### src/rtl/type_param_serializer_if.sv
// Stream bundle for type_param_serializer: a wide typed input word and a
// narrow beat stream. The producer/consumer side uses the master modport,
// the serializer uses the slave modport.
interface type_param_serializer_if #(
  parameter type T     = logic [11:0],
  parameter int  OUT_W = 4
);
  localparam int W      = $bits(T);
  localparam int NBEATS = (W + OUT_W - 1) / OUT_W;
  localparam int CW     = ($clog2(NBEATS) > 1) ? $clog2(NBEATS) : 1;

  logic              in_valid;
  logic              in_ready;
  T                  in_data;
  logic              out_valid;
  logic              out_ready;
  logic [OUT_W-1:0]  out_data;
  logic              out_last;
  logic [CW-1:0]     out_beat;

  modport master (
    output in_valid, in_data, out_ready,
    input  in_ready, out_valid, out_data, out_last, out_beat
  );

  modport slave (
    input  in_valid, in_data, out_ready,
    output in_ready, out_valid, out_data, out_last, out_beat
  );
endinterface

### src/rtl/type_param_serializer.sv
// Transmit-side width adapter: takes one value of type T per handshake and
// emits it LSB first as OUT_W-bit beats, flagging the final beat. A new word
// may be accepted in the same cycle the previous last beat leaves, so
// consecutive words stream with no bubble cycles.
module type_param_serializer #(
  parameter type T     = logic [11:0],
  parameter int  OUT_W = 4
) (
  input  logic                   clk,
  input  logic                   rst_n,
  type_param_serializer_if.slave bus
);
  localparam int W      = $bits(T);
  localparam int NBEATS = (W + OUT_W - 1) / OUT_W;
  localparam int CW     = ($clog2(NBEATS) > 1) ? $clog2(NBEATS) : 1;
  localparam int SW     = NBEATS * OUT_W;
  localparam logic [CW-1:0] LAST_BEAT = CW'(NBEATS - 1);

  // A zero or negative beat width has no meaning; stop elaboration.
  generate
    if (OUT_W < 1) begin : g_bad_out_w
      $error("type_param_serializer: OUT_W must be at least 1");
    end
  endgenerate

  typedef enum logic {
    IDLE = 1'b0,
    SEND = 1'b1
  } state_e;

  state_e          state_q, state_d;
  logic [SW-1:0]   shreg_q, shreg_d;
  logic [CW-1:0]   beat_q,  beat_d;

  logic [W-1:0]    in_bits;
  logic            out_valid;
  logic            out_last;
  logic            in_ready;
  logic            accept;
  logic            xfer;

  // The payload is handled purely as packed bits; zero extension into the
  // wider shift register guarantees the padding bits of the final beat are 0.
  assign in_bits   = bus.in_data;

  assign out_valid = (state_q == SEND);
  assign out_last  = out_valid && (beat_q == LAST_BEAT);
  assign in_ready  = (state_q == IDLE) || (out_valid && bus.out_ready && out_last);
  assign accept    = bus.in_valid && in_ready;
  assign xfer      = out_valid && bus.out_ready;

  assign bus.in_ready  = in_ready;
  assign bus.out_valid = out_valid;
  assign bus.out_last  = out_last;
  assign bus.out_data  = shreg_q[OUT_W-1:0];
  assign bus.out_beat  = beat_q;

  // Next-state logic: load on accept (this also covers the reload that
  // overlaps a last-beat transfer), shift on a non-last transfer, and return
  // to idle with cleared registers after a last beat with no new word.
  always_comb begin
    state_d = state_q;
    shreg_d = shreg_q;
    beat_d  = beat_q;
    if (accept) begin
      shreg_d = SW'(in_bits);
      beat_d  = '0;
      state_d = SEND;
    end else if (xfer) begin
      if (out_last) begin
        shreg_d = '0;
        beat_d  = '0;
        state_d = IDLE;
      end else begin
        shreg_d = shreg_q >> OUT_W;
        beat_d  = beat_q + 1'b1;
      end
    end
  end

  // State, shift register and beat counter; reset drops any in-flight word.
  always_ff @(posedge clk or negedge rst_n) begin
    if (!rst_n) begin
      state_q <= IDLE;
      shreg_q <= '0;
      beat_q  <= '0;
    end else begin
      state_q <= state_d;
      shreg_q <= shreg_d;
      beat_q  <= beat_d;
    end
  end
endmodule

### src/flat_wrapper.sv
// flat-port wrapper written by rule: the top's interface ports become plain ports
module type_param_serializer_flat 
#(
  parameter type T     = logic [11:0],
  parameter int  OUT_W = 4
)
  (clk, rst_n, bus_in_valid, bus_in_data, bus_out_ready, bus_in_ready, bus_out_valid, bus_out_data, bus_out_last, bus_out_beat);
  type_param_serializer_if #(.T(T), .OUT_W(OUT_W)) bus_i ();
  input  logic clk;
  input  logic rst_n;
  input wire logic [$bits(bus_i.in_valid)-1:0] bus_in_valid;
  input wire logic [$bits(bus_i.in_data)-1:0] bus_in_data;
  input wire logic [$bits(bus_i.out_ready)-1:0] bus_out_ready;
  output wire logic [$bits(bus_i.in_ready)-1:0] bus_in_ready;
  output wire logic [$bits(bus_i.out_valid)-1:0] bus_out_valid;
  output wire logic [$bits(bus_i.out_data)-1:0] bus_out_data;
  output wire logic [$bits(bus_i.out_last)-1:0] bus_out_last;
  output wire logic [$bits(bus_i.out_beat)-1:0] bus_out_beat;
  assign bus_i.in_valid = bus_in_valid;
  assign bus_i.in_data = bus_in_data;
  assign bus_i.out_ready = bus_out_ready;
  assign bus_in_ready = bus_i.in_ready;
  assign bus_out_valid = bus_i.out_valid;
  assign bus_out_data = bus_i.out_data;
  assign bus_out_last = bus_i.out_last;
  assign bus_out_beat = bus_i.out_beat;
  type_param_serializer #(.T(T), .OUT_W(OUT_W)) u_core (.clk(clk), .rst_n(rst_n), .bus(bus_i));
endmodule
### config.mk
export PLATFORM = sky130hd
export DESIGN_NAME = type_param_serializer_flat
export DESIGN_NICKNAME = d
export VERILOG_FILES = /design/src/rtl/type_param_serializer_if.sv /design/src/rtl/type_param_serializer.sv /design/src/flat_wrapper.sv
export SDC_FILE = /design/constraint.sdc
export NUM_CORES = 1
export LEC_CHECK = 0
export ABC_CLOCK_PERIOD_IN_PS = 1400
export CAP_MARGIN = 20
export CORE_ASPECT_RATIO = 1.25
export CORE_MARGIN = 2
export CORE_UTILIZATION = 25
export DETAILED_ROUTE_END_ITERATION = 8
export GPL_TIMING_DRIVEN = 0
export SYNTH_ARGS = -nofsm -noshare
export SYNTH_HDL_FRONTEND = slang
export SYNTH_SLANG_ARGS = --single-unit
export TNS_END_PERCENT = 1
### constraint.sdc
create_clock -name clk -period 1.4 [get_ports clk]
set_input_delay 0.28 -clock clk [delete_from_list [all_inputs] [get_ports clk]]
set_output_delay 0.28 -clock clk [all_outputs]
set_load 0.02 [all_outputs]
; Word-level counts from Yosys, hierarchy flattened
; Cells that the tools add are included.
[word_totals]
reg_bits = 15
out_inout_bits = 9
[classes]
n_addsub = 1
eq_ne = 1
n_mux = 9
n_bitwise = 1
reduce_logical = 8
[ops]
columns = op, n
row1 = 12-bit two-way mux, 2
row2 = 8-bit two-way mux, 1
row3 = 2-bit two-way mux, 3
row4 = 1-bit logical AND, 4
row5 = 2-bit nonzero test, 2
row6 = 1-bit two-way mux, 3
row7 = "2-bit by 1-bit adder with 2-bit output, second input constant", 1
row8 = "2-bit equality test, second input constant", 1
row9 = 2-bit AND reduction, 1
row10 = 1-bit logical OR, 1
row11 = 1-bit inverter, 1

; Depth between registers and ports, before layout
; Gate-level depths: netlist of the first run.
[logic_depth]
depth_word = 7
depth_mapped = 4
mapped_depth_nobuf = 3

; Worst setup path before layout of the first run
; OpenSTA, ideal clock, no wires.
[synth_path]
path_kind = register to output
startpoint = register u_core.beat_q[0] (netlist: u_core.bus.out_beat[0])
endpoint = output bus_in_ready
arrival_ns = 1.345
t_required_ns = 1.120
slack_ns = -0.225
stages_incl_launch_ff = 4
n_path_buf = 1
cell_sequence = dfrtp_1 > nand2b_1 > clkbuf_2 > o21ai_0
[synth_between]
elab_chain_len = 4
[synth_rtl]
columns = item, line
row1 = from (decl), type_param_serializer.sv:33  ; logic [CW-1:0] beat_q, beat_d;
row2 = from (signal assigned), type_param_serializer.sv:90  ; beat_q <= beat_d;
row3 = 2-bit equality test, type_param_serializer.sv:47  ; assign out_last = out_valid && (beat_q == LAST_BEAT);
row4 = 1-bit logical AND, type_param_serializer.sv:47
row5 = 1-bit logical AND, type_param_serializer.sv:48  ; assign in_ready = (state_q == IDLE) || (out_valid && bus.out_ready && out_last);
row6 = 1-bit logical OR, type_param_serializer.sv:48
row7 = to (decl), flat_wrapper.sv:14  ; output wire logic [$bits(bus_i.in_ready)-1:0] bus_in_ready;
; No other way between the ends.

; Worst setup path in the final report of the first run
; Ends and elaborated chain as after synthesis.

==> results.md, run 1 <==
- Status: complete, but fails checks
- Violated checks: negative setup slack
- Routed WL: between 1500 and 2000 um
- Worst setup SP type: register
- Clock Latency Late Sink: around 290 ps
- Fin util: 0.408
- Tcrit/Tclk final: 1.09
- Mean Syn Cell Area: around 12 um2
- Die height: between 60 and 70 um
- Register area: 378 um2
- Net count after synthesis: 76
- Mapped Cells: 60
- # nets final: ~110
- Initial DRC count: 22
- Seq/Total Area, Yosys: 0.525
- Arr. time, crit path: 1240 ps
- Detailed-route via count: between 600 and 700
- Max stage delay on crit path: ~400 ps
- Adder-Cell Fraction of Synth Area: 0
- Vias in the first global route: 571
- Core area: 0.00271 mm2
- Clock transition at the registers of the reported paths: approximately 90 ps
- CP bufs+invs: 2
- Initial antenna violation count: 0
- FF+latch count, synth: 15
- Leakage power: 0.518 nW
- Post-synthesis xor/xnor area fraction: 0
- Largest net degree at the start of global routing: 16
- Multi-input logic area: 305 um2
- Most frequent cells in the layout: 14 x clkdlybuf4s50_1, 13 x dfrtp_1, 12 x buf_4, 7 x and4_1, 5 x a221o_1
- Number of synthesized flops with an enable pin: 0
- Crit path time final: around 1500 ps
- Antenna Nets Post-Route: 0
- Power Dens Cells: between 1500 and 2000 mW/mm2
- Endpoints failing setup: 4
- Simple-Gate Fraction of Synth Area: 0.142
- Crit-path max FO: 4
- Die ar.: approximately 0.0033 mm2
- Crit end category: output port
- Placed cell count: around 120
- Setup crit end: bus_in_ready
- Critical R2R Capture: u_core.shreg_q[4]
- Layout cells sized above 1: 0.418
- Area growth from synthesis to layout: 54.5%
- RSZ-0062 raised after global routing: yes
- CP max stage cell: dfrtp_1
- Final worst-path setup slack: -122 ps
- Worst reg-to-reg setup slack: 0 ps
- Crit path from: u_core.bus.out_beat[0]
- CP top delay family: flip-flops
- Tot GR Track Use: 0.111
- Filler cells: 272
- Main combinational cell family by area after synthesis: compound AO/OA/AOI/OAI gates
- Most common cell after layout, fill and taps aside: clkdlybuf4s50_1
- Stages on the worst setup path: 4
- CTS tree: done
- CP required: 1120 ps
- Max-slew violations: 0
- First-pass GRT wire length: 2750 um
- Post-Synthesis Cell Area: 714 um2
- Fin cells: roughly 130
- Hold Path Class: primary input to asynchronous set/reset pin
- Post-synth top flop: dfrtp_1
- Worst r2r src: u_core.bus.out_beat[0]
- Clk buf depth: 2
- CTS Buf Count: 3
- Fin Setup TNS: -193 ps
- Worst IR Drop VDD: between 600 and 700 uV
- Mux contribution to synthesized area: 0.0280
- HPWL Detailed: 1200 um
- Unique masters post-synth: 19
- Peak Freq: between 600 and 700 MHz
- Compound-Gate Fraction of Synth Area: 0.214
- WL/cell: 13.8 um
- # diodes: 0
- Root Buffer: clkbuf_4
- H-tree depth: 1
- Crit Path Category: register to output port
- Max-cap violations: 0
- Port bufs: 24
- DRT Pass-1 Iters: 4
- Site row count: 21
- Die W: roughly 52 um
- RePlAce Congestion: around 0.68
- CP Cell Sequence: nand2b_4 > buf_8 > o21ai_4 > buf_6
- DRC: 0
- Grt ovf: 0
- Final Skew: around 1.6 ps
- Via/cell ratio: 5.00
- Rel. slew slack: 0.541
- I/O Pins: 25
- Asr flop ratio synth: 1.00
- Hold Vio Cnt, Final: 0
- Worst-Margin Slew: between 600 and 700 ps
- Syn. warnings: 0
- Worst R2R Path Depth: 5
- TritonCTS Sinks: 15
- Initial Util: 0.264
- Hold Buf Count CTS: 0
## repair_timing
action | 4_1_cts | 5_1_grt
buffers inserted | 0 | 3
resized for setup | 29 | 14
pin swaps | 0 | 2
endpoints found under the setup margin | 11 | 16
cloned | 0 | 0
## power breakdown
group          total [mW]  leakage (nW)  switching [mW]  internal, mW
Clock               0.254        0.0177           0.147         0.106
Combinational       0.998         0.305           0.432         0.566
Sequential          0.715         0.195           0.119         0.596
## cells in the mapped netlist (2+ instances only)
cell | number | area share
dfrtp_1 | 15 | 0.53
and4_1 | 7 | 0.086
a221o_1 | 5 | 0.070
a22o_2 | 4 | 0.056
buf_4 | 4 | 0.042
nand2_1 | 4 | 0.021
a221o_2 | 3 | 0.047
inv_1 | 3 | 0.016
buf_2 | 2 | 0.014
clkbuf_2 | 2 | 0.014
mux2i_1 | 2 | 0.028
nor2_1 | 2 | 0.011
## worst min-delay path by stage
| stage | cells past startpoint | slack [ps] | to |
|---|---|---|---|
| floorplan | 0 | -20 | u_core.bus.out_beat[0] |
| global placement | 1 | 480 | u_core.shreg_q[11] |
| detailed placement | 1 | 490 | u_core.shreg_q[10] |
| CTS | 1 | 430 | u_core.shreg_q[1] |
| global route | 1 | 450 | u_core.shreg_q[1] |
| finish | 1 | 400 | u_core.shreg_q[4] |
## layout make-up
type | count | share of cell area
plain buffers | 9 | 0.0839
clock buffers | 3 | 0.0204
clock inverters | 1 | 0.00454
inverters | 3 | 0.0102
multi-input cells | 33 | 0.277
flip-flops and latches | 15 | 0.342
well taps | 34 | 0.0385
repair buffers | 27 | 0.223
## logic make-up after synthesis
family,count (synthesis)
AO/OA/AOI/OAI,16
flip-flops,15
AND/OR/NAND/NOR,15
buffers and inverters,12
multiplexers,2
## routing by layer
metal / wire length [um] / up-vias / global-route usage
met1: 720 / 308 / 0.135
met5: 0 / - / 0
li1: - / 291 / -
met3: 99 / 4 / 0.0187
met4: 25 / 0 / 0.0493
met2: 880 / 22 / 0.188
## metrics by stage
stage / power, mW / hold slack, ps / area, um2 / setup WS, ps
2_1_floorplan: 1.23 / -15.6 / 718 / -10.8
3_3_place_gp: 1.58 / 485 / 1000 / -935
3_5_place_dp: 1.59 / 488 / 1000 / -918
4_1_cts: 1.87 / 431 / 1050 / -210
5_1_grt: 2.10 / 448 / 1100 / -179
6_report: 1.97 / 401 / 1100 / -122
## registers in the layout, summed over array words and instances (netlist names)
register,cells
u_core.shreg_q,12
u_core.bus.out_valid,1
u_core.bus.out_beat,2
Power figures use the tool's default switching activity.
==> run 2, diff against run 1 <==
Settings changed: CTS_CLUSTER_SIZE set to 20.
==> results of run 2 <==
The final DEF is identical to that of run 1; final timing and power are the same.
==> RTL edit 1, RTL diff (flow settings as in run 1) <==
`OUT_W` is set to 4 in 3 places; all go to 8.
--- a/src/rtl/type_param_serializer_if.sv
+++ b/src/rtl/type_param_serializer_if.sv
@@ -5,3 +5,3 @@
   parameter type T     = logic [11:0],
-  parameter int  OUT_W = 4
+  parameter int  OUT_W = 8
 );
--- a/src/rtl/type_param_serializer.sv
+++ b/src/rtl/type_param_serializer.sv
@@ -6,3 +6,3 @@
   parameter type T     = logic [11:0],
-  parameter int  OUT_W = 4
+  parameter int  OUT_W = 8
 ) (
--- a/src/flat_wrapper.sv
+++ b/src/flat_wrapper.sv
@@ -4,3 +4,3 @@
   parameter type T     = logic [11:0],
-  parameter int  OUT_W = 4
+  parameter int  OUT_W = 8
 )
Ports: changed (resized bus_out_beat and bus_out_data); port bits go from 25 to 28. The function was not compared with the original's and may differ.
==> RTL edit 1 against run 1 <==
The flow still finishes with violations (setup timing). Worst setup slack gained 0.11 ns. Non-clock buffer count is 9 higher. Synthesized area increased by 24%. Count of clock-buffer cells in the layout is the same. Cell area grew 13%. Critical path depth unchanged. Sequential cell count decreased by 1. Clock power increased by 26%. Power rose by 5.4%. Wire length rose by 24%. Sequential power down 8.7%. Utilization fell by 4.5 points. Via count increased by 22%. Critical path type unchanged.
==> RTL edit 1: results (changes against run 1) <==
- Status: finished with violations
- Violated checks: setup timing
- CTS Root Cell: clkbuf_8
- Largest cells by area after synthesis: dfrtp_1 (40%), mux2i_1 (14%), a32oi_1 (7.9%), buf_4 (7.6%), buf_6 (6.4%)
- Crit path to: bus_out_last
- Setup-failing EPs final: 2 (-2)
- Post-synthesis compound-gate area fraction: 20.2% (-1.2 points)
- Clock Pin Slew Worst Setup and Hold Paths: 0.05 ns (-0.04 ns)
- R2r startpoint: u_core.bus.out_valid
- First-pass GRT wire length: 3750 um (+36%)
- Hold Crit Class: in2reg
- Via Count: 760 (+22%)
- Syn Nets: 99 (+30%)
- Area Overhead vs Synth: 41.2%
- Share of cells above drive strength 1: 31.3% (-10 points)
- Fill count: 351 (+29%)
- RD Place Congestion: 0.782 (+16%)
- Xor and xnor area share after synthesis: 0.989% (+0.99 points)
- Lkg Pwr: 0.576 nW (+11%)
- Max incr delay on CP: 0.38 ns (-0.02 ns)
- Worst slack at placement: -0.793 ns (+0.125 ns)
- Largest net degree at the start of global routing: 15 (-1)
- Setup TNS: -0.0188 ns (+0.174 ns)
- Worst r2r dst: u_core.shreg_q[11]
- 1st-iter DRT viols: 24 (+9.1%)
- Post-synthesis sequential area ratio: 39.5% (-13 points)
- Placed cells: 148 (+25%)
- Yosys top cell area share: 39.5% (-13 points)
- Final worst slack: -0.0124 ns (+0.110 ns)
- FF-to-FF path depth: 6 (+1)
- Total track usage: 11.7% (+0.59 points)
-- RTL edit 1: worst min path at each step --
stage | slack [ns] | cells after the start | endpoint
finish | 0.40 | 3 | u_core.shreg_q[9]
global route | 0.45 | 3 | u_core.shreg_q[10]
CTS | 0.40 | 3 | u_core.shreg_q[9]
detailed placement | 0.51 | 2 | u_core.shreg_q[2]
global placement | 0.49 | 2 | u_core.shreg_q[1]
floorplan | -0.02 | 0 | u_core.bus.out_beat
-- RTL edit 1: per-layer routing --
metal	track usage [%]	up-vias	wire (um)
li1	-	370	-
met1	15.0	363	932
met2	19.5	25	1070
met3	2.19	2	112
met4	3.88	0	22
met5	0	-	0
-- RTL edit 1: layout make-up --
type / count / share of cell area [%]
multi-input combinational: 53 / 32.5
sequential: 14 / 28.0
timing repair buffer: 30 / 21.5
buffer: 15 / 10.8
tap: 39 / 3.90
clock buffer: 3 / 3.30
-- RTL edit 1: kinds of logic (layout without fill, tap and decap cells) --
group	after synthesis	count (layout)
AND/OR/NAND/NOR	15	15
multiplexers	12	12
XOR/XNOR	1	1
AO/OA/AOI/OAI	25	25
buffers and inverters	16	48
flip-flops	14	14
-- RTL edit 1: worst reg2reg max path, delay by kind of cell, from the launching register on --
family / cells / cell delay [ns]
buffers and inverters: 3 / 0.41
DFF: 1 / 0.38
and+or+nand+nor: 1 / 0.12
AOI/OAI and AO/OA: 2 / 0.23
-- RTL edit 1: timing repair --
| item | in CTS | in global routing |
|---|---|---|
| resized for setup | 24 | 6 |
| endpoints found under the setup margin | 12 | 3 |
| buffers inserted | 0 | 4 |
-- RTL edit 1: power breakdown --
part           internal, mW  switching [mW]
Clock                 0.190           0.132
Combinational         0.589           0.510
Sequential            0.544           0.109
==> RTL edit 2, RTL diff (flow settings as in run 1) <==
Without the edit above. Reset style: synchronous (`rst_n`), changed in one clocked block.
--- a/src/rtl/type_param_serializer.sv
+++ b/src/rtl/type_param_serializer.sv
@@ -81,3 +81,3 @@
   // State, shift register and beat counter; reset drops any in-flight word.
-  always_ff @(posedge clk or negedge rst_n) begin
+  always_ff @(posedge clk) begin
     if (!rst_n) begin
Function: differs if rst_n is asserted again (counterexample within 4 cycles, from zero or initial values and one cycle with rst_n low); with rst_n held inactive, the same outputs for 10 cycles.
==> RTL edit 2 against run 1 <==
Sequential cell count is the same. Highest routed layer unchanged. Global-route usage shrank 0.21 points. Synthesized area grew 10%. Wire length is 7.8% higher. Clock skew is 0.0024 ns higher. Worst setup slack better by 0.14 ns. Largest cell class is now multi-input combinational cells. Cell area rose by 3.9%.
Power is not compared: it rests on default switching activity, and its combinational part moved more than twofold at a synthesized area within 25%.
==> RTL edit 2: results (changes against run 1) <==
- Post-synthesis sequential area ratio: 38.2% (-14 points)
- WP data arrival: 1.10 ns (-0.14 ns)
- Placed Area: 1070 um2 (+7.0%)
- Syn Nets: 106 (+39%)
- Signal buf overhead: 29.9% (-0.81 points)
- WHS: 0.420 ns (+0.0187 ns)
- DP HPWL: 1300 um (+8.3%)
- Vias in the first global route: 677 (+19%)
- Sequential share of cell area: 26.7% (-7.5 points)
- Share of cells above drive strength 1: 29.3% (-12 points)
- Nets: 140 (+30%)
- Worst r2r dst: u_core.shreg_q[7]
- Met2 Use GR: 16.3% (-2.5 points)
- Non-Clock Buffer Count: 39 (+8.3%)
- Via Count: 747 (+20%)
- R2r startpoint: u_core.bus.out_valid
- Clk tree area frac: 2.40% (-0.093 points)
- Syn avg cell area: 8.73 um2 (-27%)
- 1st-iter DRT viols: 16 (-27%)
- CTS resizes: 16 (-45%)
- Async SR Flop Fraction: 0% (-100 points)
- Largest net degree at the start of global routing: 11 (-5)
- Total track usage: 10.9% (-0.21 points)
- Proportion of cell area occupied by multi-input gates: 36.4% (+8.7 points)
- Met3 Track Usage GR: 1.57% (-0.30 points)
- Final Non-Filler Cells: 159 (+27%)
- Placed cells: 150 (+27%)
- Die area: 3610 um2 (+9.3%)
- Design Area, Final: 1150 um2 (+3.9%)
- First-pass GRT wire length: 2890 um (+5.0%)
- Status: finished clean
- Inverter count: 2 (-1)
- Post-synthesis mux area share: 3.18% (+0.38 points)
- Worst path slowest cell: dfxtp_4
- Setup bufs post-CTS: 1 (+1)
- GR Util met1: 14.3% (+0.86 points)
- Post-synthesis compound-gate area fraction: 35.0% (+14 points)
- Multi-In Gates: 63 (+91%)
- Max incr delay on CP: 0.37 ns (-0.03 ns)
- Final WL: 1860 um (+7.8%)
- Crit Path Max Fanout: 6 (+2)
- CP startpoint: u_core.bus.out_beat[1]
- Reg-to-reg setup timing slack: 0.09 ns (+0.09 ns)
- M1 WL: 851 um (+18%)
- Tmin final: 1.38 ns (-0.143 ns)
- RD Place Congestion: 0.780 (+15%)
- Worst slack at placement: -0.582 ns (+0.336 ns)
- Fill count: 323 (+19%)
==> RTL edit 2: cell types whose count changed in the layout (fill, tap and decap cells not counted), moves of 4 or more <==
cell	change
dfrtp_1	-13
a21boi_1	+4
a221o_1	-5
o21ai_1	+10
and4_1	-7
a31oi_1	+8
a22o_2	-4
a21oi_1	+8
o21ai_0	+10
dfxtp_1	+12
==> RTL edit 2: worst min path at each step <==
stage,from,depth (start not counted),endpoint
2_1_floorplan,bus_in_valid,1,u_core.bus.out_valid
3_3_place_gp,u_core.shreg_q[11],2,u_core.shreg_q[11]
3_5_place_dp,u_core.shreg_q[11],2,u_core.shreg_q[11]
4_1_cts,u_core.shreg_q[8],2,u_core.shreg_q[8]
5_1_grt,bus_in_valid,2,u_core.bus.out_valid
6_report,bus_in_valid,2,u_core.bus.out_valid
==> RTL edit 2: report_power, final <==
part | internal, mW | switching, mW | total [mW]
registers | 0.456 | 0.0169 | 0.473
logic | 0.132 | 0.107 | 0.240
clock network | 0.106 | 0.145 | 0.251
